File: src/rtl/up_counter_mmss_pkg.sv
// Shared constants for the mm:ss up-counter: digit terminal values, BCD width, FSM encoding.
// Pure declarations; no clocked logic, no flow control.
package up_counter_mmss_pkg;

    localparam int DIGIT_W = 4;

    localparam int SEC_LO_MAX_DEF = 9;
    localparam int SEC_HI_MAX_DEF = 5;
    localparam int MIN_LO_MAX_DEF = 9;
    localparam int MIN_HI_MAX_DEF = 5;

    localparam logic [2:0] ST_IDLE  = 3'd0;
    localparam logic [2:0] ST_RUN   = 3'd1;
    localparam logic [2:0] ST_PAUSE = 3'd2;
    localparam logic [2:0] ST_LAP   = 3'd3;
    localparam logic [2:0] ST_FULL  = 3'd4;

    // Out-of-range preset digits saturate at the digit's terminal value.
    function automatic logic [DIGIT_W-1:0] clamp_digit(input logic [DIGIT_W-1:0] v,
                                                       input logic [DIGIT_W-1:0] max_v);
        return (v > max_v) ? max_v : v;
    endfunction

endpackage

File: src/rtl/up_counter_digit.sv
// One BCD digit of the carry chain: counts 0..MAX, q registered (1-cycle latency).
// No backpressure; cout is combinational "at terminal" and feeds the next digit's enable.
module up_counter_digit
    import up_counter_mmss_pkg::*;
#(
    parameter int MAX = 9
) (
    input  logic               clk_d,
    input  logic               rst,
    input  logic               cin_en,
    input  logic               clr,
    input  logic               load,
    input  logic [DIGIT_W-1:0] load_val,
    output logic [DIGIT_W-1:0] q,
    output logic               cout
);

    localparam logic [DIGIT_W-1:0] MAX_D = DIGIT_W'(MAX);

    assign cout = (q == MAX_D);

    // clr beats load beats increment, matching the top-level input priority.
    always_ff @(posedge clk_d or posedge rst) begin
        if (rst) begin
            q <= '0;
        end else if (clr) begin
            q <= '0;
        end else if (load) begin
            q <= clamp_digit(load_val, MAX_D);
        end else if (cin_en) begin
            q <= cout ? '0 : q + DIGIT_W'(1);
        end
    end

endmodule

File: src/rtl/up_counter_mmss.sv
// mm:ss stopwatch 00:00..59:59 with run/pause/lap FSM; tick-to-disp latency 1 cycle, no backpressure.
// Default saturates in FULL at 59:59; define UP_COUNTER_WRAP_EN to wrap to 00:00 instead.
module up_counter_mmss
    import up_counter_mmss_pkg::*;
#(
    parameter int SEC_LO_MAX = SEC_LO_MAX_DEF,
    parameter int SEC_HI_MAX = SEC_HI_MAX_DEF,
    parameter int MIN_LO_MAX = MIN_LO_MAX_DEF,
    parameter int MIN_HI_MAX = MIN_HI_MAX_DEF
) (
    input  logic        clk_d,
    input  logic        rst,
    input  logic        tick,
    input  logic        start_stop,
    input  logic        clr,
    input  logic        lap,
    input  logic        set_en,
    input  logic [15:0] set_val,
    output logic [15:0] disp,
    output logic        running,
    output logic        full,
    output logic        co_out
);

    logic [2:0]  state_q;
    logic [2:0]  state_nxt;

    logic        counting;
    logic        load_ok;
    logic        show_lap;

    logic [DIGIT_W-1:0] s0_q, s1_q, m0_q, m1_q;
    logic        c0, c1, c2, c3;
    logic        en0, en1, en2, en3;
    logic [15:0] count;
    logic [15:0] lap_q;
    logic        at_max;
    logic        step;
    logic        load;
    logic        term_hit;
    logic        sat_hit;

    assign count  = {m1_q, m0_q, s1_q, s0_q};
    assign at_max = c0 & c1 & c2 & c3;
    assign step   = tick & counting & ~clr;
    assign load   = set_en & load_ok & ~clr & ~start_stop;

`ifdef UP_COUNTER_WRAP_EN
    assign en0      = step;
    assign term_hit = step & at_max;
    assign sat_hit  = 1'b0;
`else
    logic pre_max;
    // One tick short of 59:59: this tick lands on terminal and the FSM parks in FULL.
    assign pre_max  = c1 & c2 & c3 & (s0_q == DIGIT_W'(SEC_LO_MAX - 1));
    assign en0      = step & ~at_max;
    assign term_hit = step & (at_max | pre_max);
    assign sat_hit  = term_hit;
`endif

    assign en1 = en0 & c0;
    assign en2 = en1 & c1;
    assign en3 = en2 & c2;

    up_counter_digit #(.MAX(SEC_LO_MAX)) u_sec_lo (
        .clk_d    (clk_d),
        .rst      (rst),
        .cin_en   (en0),
        .clr      (clr),
        .load     (load),
        .load_val (set_val[3:0]),
        .q        (s0_q),
        .cout     (c0)
    );

    up_counter_digit #(.MAX(SEC_HI_MAX)) u_sec_hi (
        .clk_d    (clk_d),
        .rst      (rst),
        .cin_en   (en1),
        .clr      (clr),
        .load     (load),
        .load_val (set_val[7:4]),
        .q        (s1_q),
        .cout     (c1)
    );

    up_counter_digit #(.MAX(MIN_LO_MAX)) u_min_lo (
        .clk_d    (clk_d),
        .rst      (rst),
        .cin_en   (en2),
        .clr      (clr),
        .load     (load),
        .load_val (set_val[11:8]),
        .q        (m0_q),
        .cout     (c2)
    );

    up_counter_digit #(.MAX(MIN_HI_MAX)) u_min_hi (
        .clk_d    (clk_d),
        .rst      (rst),
        .cin_en   (en3),
        .clr      (clr),
        .load     (load),
        .load_val (set_val[15:12]),
        .q        (m1_q),
        .cout     (c3)
    );

    always_ff @(posedge clk_d or posedge rst) begin
        if (rst) begin
            state_q <= ST_IDLE;
        end else begin
            state_q <= state_nxt;
        end
    end

    // Priority: clr > start_stop > lap > tick-driven terminal transition.
    always_comb begin
        state_nxt = state_q;
        if (clr) begin
            state_nxt = ST_IDLE;
        end else begin
            case (state_q)
                ST_IDLE: begin
                    if (start_stop) state_nxt = ST_RUN;
                end
                ST_RUN: begin
                    if (start_stop)   state_nxt = ST_PAUSE;
                    else if (lap)     state_nxt = ST_LAP;
                    else if (sat_hit) state_nxt = ST_FULL;
                end
                ST_LAP: begin
                    if (start_stop)   state_nxt = ST_PAUSE;
                    else if (lap)     state_nxt = ST_RUN;
                    else if (sat_hit) state_nxt = ST_FULL;
                end
                ST_PAUSE: begin
                    if (start_stop) state_nxt = ST_RUN;
                end
                ST_FULL: begin
                    state_nxt = ST_FULL;
                end
                default: state_nxt = ST_IDLE;
            endcase
        end
    end

    always_comb begin
        counting = 1'b0;
        load_ok  = 1'b0;
        show_lap = 1'b0;
        running  = 1'b0;
        full     = 1'b0;
        case (state_q)
            ST_IDLE:  load_ok = 1'b1;
            ST_PAUSE: load_ok = 1'b1;
            ST_RUN: begin
                counting = 1'b1;
                running  = 1'b1;
            end
            ST_LAP: begin
                counting = 1'b1;
                running  = 1'b1;
                show_lap = 1'b1;
            end
            ST_FULL:  full = 1'b1;
            default: ;
        endcase
    end

    // Lap snapshot is the pre-tick count of the cycle the lap pulse arrives in RUN.
    always_ff @(posedge clk_d or posedge rst) begin
        if (rst) begin
            lap_q  <= '0;
            co_out <= 1'b0;
        end else begin
            co_out <= term_hit;
            if (clr) begin
                lap_q <= '0;
            end else if ((state_q == ST_RUN) && lap && !start_stop) begin
                lap_q <= count;
            end
        end
    end

    assign disp = show_lap ? lap_q : count;

endmodule

File: config.mk
export PLATFORM = sky130hd
export DESIGN_NAME = up_counter_mmss
export DESIGN_NICKNAME = d
export VERILOG_FILES = /design/src/rtl/up_counter_mmss_pkg.sv /design/src/rtl/up_counter_digit.sv /design/src/rtl/up_counter_mmss.sv
export SDC_FILE = /design/constraint.sdc
export NUM_CORES = 1
export LEC_CHECK = 0
export ABC_AREA = 1
export ABC_CLOCK_PERIOD_IN_PS = 1400
export CAP_MARGIN = 10
export CORE_ASPECT_RATIO = 1.75
export CORE_MARGIN = 1.5
export CORE_UTILIZATION = 44
export CTS_BUF_LIST = sky130_fd_sc_hd__clkbuf_4 sky130_fd_sc_hd__clkbuf_8
export DETAILED_ROUTE_END_ITERATION = 8
export GPL_TIMING_DRIVEN = 1
export PLACE_DENSITY = 0.72
export SYNTH_ARGS = -nofsm -noshare
export SYNTH_HDL_FRONTEND = slang
export SYNTH_SLANG_ARGS = --single-unit
File: constraint.sdc
create_clock -name clk_d -period 1.4 [get_ports clk_d]
set_input_delay 0.35 -clock clk_d [delete_from_list [all_inputs] [get_ports clk_d]]
set_output_delay 0.35 -clock clk_d [all_outputs]
set_load 0.005 [all_outputs]
# == Word level (Yosys, flattened, before mapping) ==
# Index checks and enable logic that the tools add are counted.
# totals
ff_bits,36
in_bits,23
out_inout_bits,19
elab_cells,91
# op_classes
n_addsub,4
magnitude_cmp,4
n_eq_ne,10
n_mux,35
n_bitwise,20
reduce_logical,11
# op_table
operator,n
4-bit 2-to-1 mux,20
16-bit 2-to-1 mux,3
3-bit 2-to-1 mux,7
4-bit by 1-bit adder with 4-bit output (second input constant),4
1-bit AND,16
4-bit equality test (second input constant),3
3-bit one-hot mux with 4 select lines,1
3-bit nonzero test,4
4-bit by 3-bit equality test with 1-bit output (second input constant),2
4-bit by 3-bit > comparator with 1-bit output (second input constant),2
4-bit > comparator (second input constant),2
3-bit by 2-bit equality test with 1-bit output (second input constant),2
1-bit 2-to-1 mux,4
2-bit OR reduction,2
3-bit by 1-bit equality test with 1-bit output (second input constant),1
3-bit equality test (second input constant),1
3-bit logical NOT,1
3-bit by 1-bit != test with 1-bit output (second input constant),1
1-bit NOT,3
1-bit logical AND,2
2-bit nonzero test,1
1-bit logical NOT,1
1-bit OR,1

# == Logic depth before layout (Yosys ltp) ==
# logic_depth
ltp_word,12
mapped_depth,10

# == By module ==
# A second synthesis with hierarchy kept.
# unflattened
hier_cells,373
area_unflattened_um2,2473.6
# by_module_without_submodules
module,n_inst,cells_each,area_per_inst_um2,seq_area_each_um2
up_counter_mmss,1,163,1164.9,500.5
up_counter_digit (u_min_lo ...),2,51,329.1,100.1
up_counter_digit (u_min_hi ...),2,54,325.3,100.1

# == Least setup slack after synthesis ==
# OpenSTA, ideal clock, no wires.
# synth_timing
path_type,register to output
from,register state_q[0]
to,output disp[0]
arrival_time_ps,1089
required_ps,1050
slack_ps,-39
path_stages_with_launch,6
path_buffers,1
cell_sequence,dfrtp_1 -> inv_2 -> nor2_4 -> nand2_2 -> clkbuf_1 -> o21ai_0
# synth_via
elab_chain_len,3
# synth_lines
element,line_no,source
from (decl),up_counter_mmss.sv:25,logic [2:0] state_q;
from (signal assigned),up_counter_mmss.sv:113,state_q <= state_nxt;
3-bit by 2-bit equality test with 1-bit output,up_counter_mmss.sv:154,case (state_q)
1-bit 2-to-1 mux,up_counter_mmss.sv:154,
16-bit 2-to-1 mux,up_counter_mmss.sv:186,assign disp = show_lap ? lap_q : count;
to (decl),up_counter_mmss.sv:19,"output logic [15:0] disp,"
# Every way passes these cells.

# == Worst setup path after layout ==
# layout_timing
from,register state_q[2]
to,output disp[14]
# Same word-level chain as after synthesis.

==> results <==
- The flow ran to the end, but the final reports show violations.
- The checks that failed: DRC, setup timing.
- VDD sags by at most 1.13 mV.
- The multi-input combinational cells in the finished layout cover a total of 1500 um^2.
- The slowest stage of the critical path belongs to the cell sky130_fd_sc_hd__dfrtp_1.
- 42 I/O pins were placed.
- The largest family of logic cells by synthesized area is simple AND/OR/NAND/NOR gates.
- Entering global routing, the biggest net connects 37 pins.
- The wire-length estimate of the detail-placed layout is 4.98 mm.
- STA classifies the critical path startpoint as a flop.
- Cells fill 75.9% of the core in the end.
- The worst min-delay path class is in2async.
- After synthesis the cells add up to 2300 um^2.
- The initial antenna violation count is 0.
- The worst setup path is of the reg2out kind.
- The end of the worst register-to-register path is u_sec_hi.q[2].
- STA puts the critical path data arrival time at 1.42 ns.
- Counting the buffers created by CTS gives 5.
- The starting density of the core is 45.8%.
- The setup clock skew after layout is 0.00588 ns.
- The max capacitance violation total is 0.
- The number of global-route vias before repair is 2559.
- The pre-CTS setup slack is -0.424 ns.
- Measured against the total synthesized area, the mux share comes to 0%.
- The overall routed net length is 8.00 mm.
- The total global-route track usage is 26.5%.
- For the worst setup path, the data required time is 1.05 ns.
- Across all hold checks on the routed design, the worst slack comes to 0.424 ns.
- The minimum period implied by the final worst setup slack is 1.77 ns.
- The die area is 5690 um^2.
- The first TritonRoute pass finished after 6 iterations.
- The synthesized netlist net count is 336.
- Clock-pin slew was measured on the worst setup and hold paths at 0.08 ns.
- In the routed layout, each cell is associated on average with a via count of 5.53.
- The footprint of the flip-flops and latches is 903 um^2.
- Hold repair after CTS inserted 0 buffers.
- The worst-case reg-to-reg path depth is 10.
- Summing the areas of all compound-gate instances in the mapped netlist gives 15.4% of the synthesized area.
- In the synthesized netlist the async set-or-reset flop fraction comes to 100%.
- The worst setup slack after layout is -0.374 ns.
- The number of inserted diodes is 0.
- The signal on the critical path passes through nor2_4 -> nand2_4 -> clkbuf_16 -> o21ai_2 -> buf_2.
- The highest cell delay on the worst timing path is 0.42 ns.
- Synthesis instantiated 34 different standard cells from the library.
- Setup repair after global routing could not meet its margin everywhere.
- In this run the worst path has a maximum fanout of 5.
- The most frequently used flop master after synthesis is sky130_fd_sc_hd__dfrtp_1.
- A synthesized cell averages 7.49 um^2.
- The detail route stage leaves a number of antenna-violating nets equal to 0.
- The achievable clock frequency is 564 MHz.
- The number of synthesized flops with an enable pin is 0.
- Summing the areas of all fa, ha and maj instances in the mapped netlist gives 3.26% of the synthesized area.
- Power spread over the standard cell area amounts to 1090 nW/um^2.
- The floorplan die height is 98.7 um.
- After Yosys synthesis, and, or, nand and nor cells account for 31.2% of the synthesized area.
- Clock tree synthesis found a total of 36 sinks.
- The overall die width is 57.7 um.
- The core region is 5020 um^2.
- The synthesized-area fraction occupied by xor and xnor cells is 2.28%.
- The synthesized design contains 36 register bits.
- Setup violations remaining at the end of the flow were counted as 40.
- The wire length of the first global-routing pass is 11.6 mm.
- No sink is reached through more buffers than the 2 on the longest clock path.
- The number of input and output port buffers inserted is 41.
- The average detailed-routed wire length per instance is 16.6 um.
- The area growth from synthesis to layout is 65.6%.
- The sort of element at the end of the critical path is an output port.
- The leakage component of the power is 0.00180 uW.
- The overflow left after global routing is 0.
- Sequential elements use 39.2% of the synthesized area.
- The post-route clock period utilization is 127%.
- The post-route netlist has 43.6% of its cells at a drive strength greater than 1.
- The worst register-to-register path has a setup slack of -0.24 ns.
- In the layout the commonest cells are sky130_fd_sc_hd__buf_4, sky130_fd_sc_hd__nand2_1, sky130_fd_sc_hd__dfrtp_1.
- The startpoint identified for the worst register-to-register timing path is u_min_hi.q[1].
- The CTS tree is done.
- The standard-cell row count is 34.
- The clock latency reported for the late side of the worst-skew pair is 0.29 ns.
- The DRC marker count from the first detailed-route iteration is 127.
- The number of buffer and inverter instances along the worst setup path is 2.
- Headroom to the max-slew limit came out at 81.2%.
- At the end of the flow, the number of nets in the layout was 457.
- The overall via count from detail_route is 2672.
- The clock tree synthesis step divided the H-tree into 2 levels.
- The hold violation count in the final report is 0.
- The kind of cell with the highest combined delay on the critical path is flip-flops.
- For the pin with the worst max-slew slack, the measured transition is 0.279 ns.
- Routability-driven placement finished with a final weighted congestion of 0.941.
- Yosys printed 0 warnings.
- The leading cell type in the layout, fill and taps excluded is sky130_fd_sc_hd__buf_4.
- The root buffer cell is sky130_fd_sc_hd__clkbuf_8.
- The max-slew violation count is 0.
- After technology mapping, the gate count stands at 307.
- The final routed DRC violation total is 1.
- The number of filler instances in the final layout is 357.
worst max-delay path by stage:
stage / end / cells past startpoint / from / slack, ns
finish: disp[14] / 5 / state_q[2] / -0.37
global placement: disp[15] / 5 / state_q[2] / -0.40
global route: disp[2] / 5 / state_q[2] / -0.42
floorplan: disp[0] / 5 / state_q[0] / -0.04
detailed placement: u_sec_lo.q[3] / 9 / start_stop / -0.42
CTS: running / 4 / state_q[0] / -0.41
Yosys cell counts (3+ instances only):
| cell | instances | area (um^2) |
|---|---|---|
| sky130_fd_sc_hd__a21oi_1 | 4 | 20.0 |
| sky130_fd_sc_hd__clkbuf_1 | 3 | 11.3 |
| sky130_fd_sc_hd__dfrtp_1 | 36 | 901 |
| sky130_fd_sc_hd__ha_1 | 6 | 75.1 |
| sky130_fd_sc_hd__inv_1 | 35 | 131 |
| sky130_fd_sc_hd__inv_2 | 5 | 18.8 |
| sky130_fd_sc_hd__nand2_1 | 69 | 259 |
| sky130_fd_sc_hd__nand2_2 | 8 | 50.1 |
| sky130_fd_sc_hd__nand3_1 | 32 | 160 |
| sky130_fd_sc_hd__nand3_2 | 4 | 40.0 |
| sky130_fd_sc_hd__nor2_1 | 13 | 48.8 |
| sky130_fd_sc_hd__nor2_2 | 3 | 18.8 |
| sky130_fd_sc_hd__nor2_4 | 4 | 45.0 |
| sky130_fd_sc_hd__o21ai_0 | 32 | 160 |
| sky130_fd_sc_hd__o21ai_1 | 16 | 80.1 |
| sky130_fd_sc_hd__o22ai_1 | 10 | 62.6 |
| sky130_fd_sc_hd__xor2_1 | 5 | 43.8 |
layout make-up:
| cell class | instances | area share, % |
|---|---|---|
| Inverter | 42 | 4.37 |
| Timing Repair Buffer | 121 | 27.8 |
| Sequential cell | 36 | 23.7 |
| Tap cell | 54 | 1.77 |
| Multi-Input combinational cell | 222 | 39.5 |
| Clock buffer | 5 | 1.81 |
| Clock inverter | 3 | 1.12 |
sequential cells by signal, summed over array words and instances, names as in the netlist:
signal and flops:
co_out 1, state_q 3, lap_q 16, u_sec_hi.q 4
u_min_hi.q 4, u_min_lo.q 4, u_sec_lo.q 4
metrics by stage:
| stage | instances | cell area, um^2 | total power, uW | TNS, ns |
|---|---|---|---|---|
| 2_1_floorplan | 307 | 2300 | 2020 | -0.512 |
| 3_3_place_gp | 462 | 3290 | 2840 | -16.80 |
| 3_5_place_dp | 462 | 3290 | 2860 | -17.92 |
| 4_1_cts | 472 | 3460 | 3820 | -6.76 |
| 5_1_grt | 483 | 3810 | 4370 | -10.59 |
| 6_report | 483 | 3810 | 4140 | -7.61 |
timing repair:
action / CTS / global route
setup buffers: 3 / 12
gates cloned: 0 / 3
pin swaps: 7 / 28
hold endpoints to repair: 0 / 0
endpoints found under the setup margin: 47 / 42
gates resized for setup: 110 / 68
worst reg2reg max path, delay by kind of cell, from the launching register on:
family | cells | cell delay [ns]
flops | 1 | 0.40
fa+ha+maj | 1 | 0.14
compound gates | 1 | 0.11
buf+inv | 2 | 0.24
simple gates | 6 | 0.65
cell families after synthesis:
group                    after synthesis
flip-flops                            36
AO/OA/AOI/OAI                         66
AND/OR/NAND/NOR                      144
adder cells (fa/ha/maj)                6
XOR/XNOR                               6
buffers and inverters                 49
power by group:
group          total (uW)  internal [uW]  switching, uW
Sequential           1360           1190            174
Clock                 932            527            405
Combinational        1850            930            915
metal layers:
metal	part of all wire (%)	up-vias	wire length [um]	GRT usage (%)
met5	0	-	0	0
met4	3.1	0	250	11.6
met3	5.4	23	428	4.46
met2	55	113	4430	47.4
met1	36	1282	2880	30.0
li1	-	1254	-	-
No activity file was read; power rests on OpenSTA's default activity.
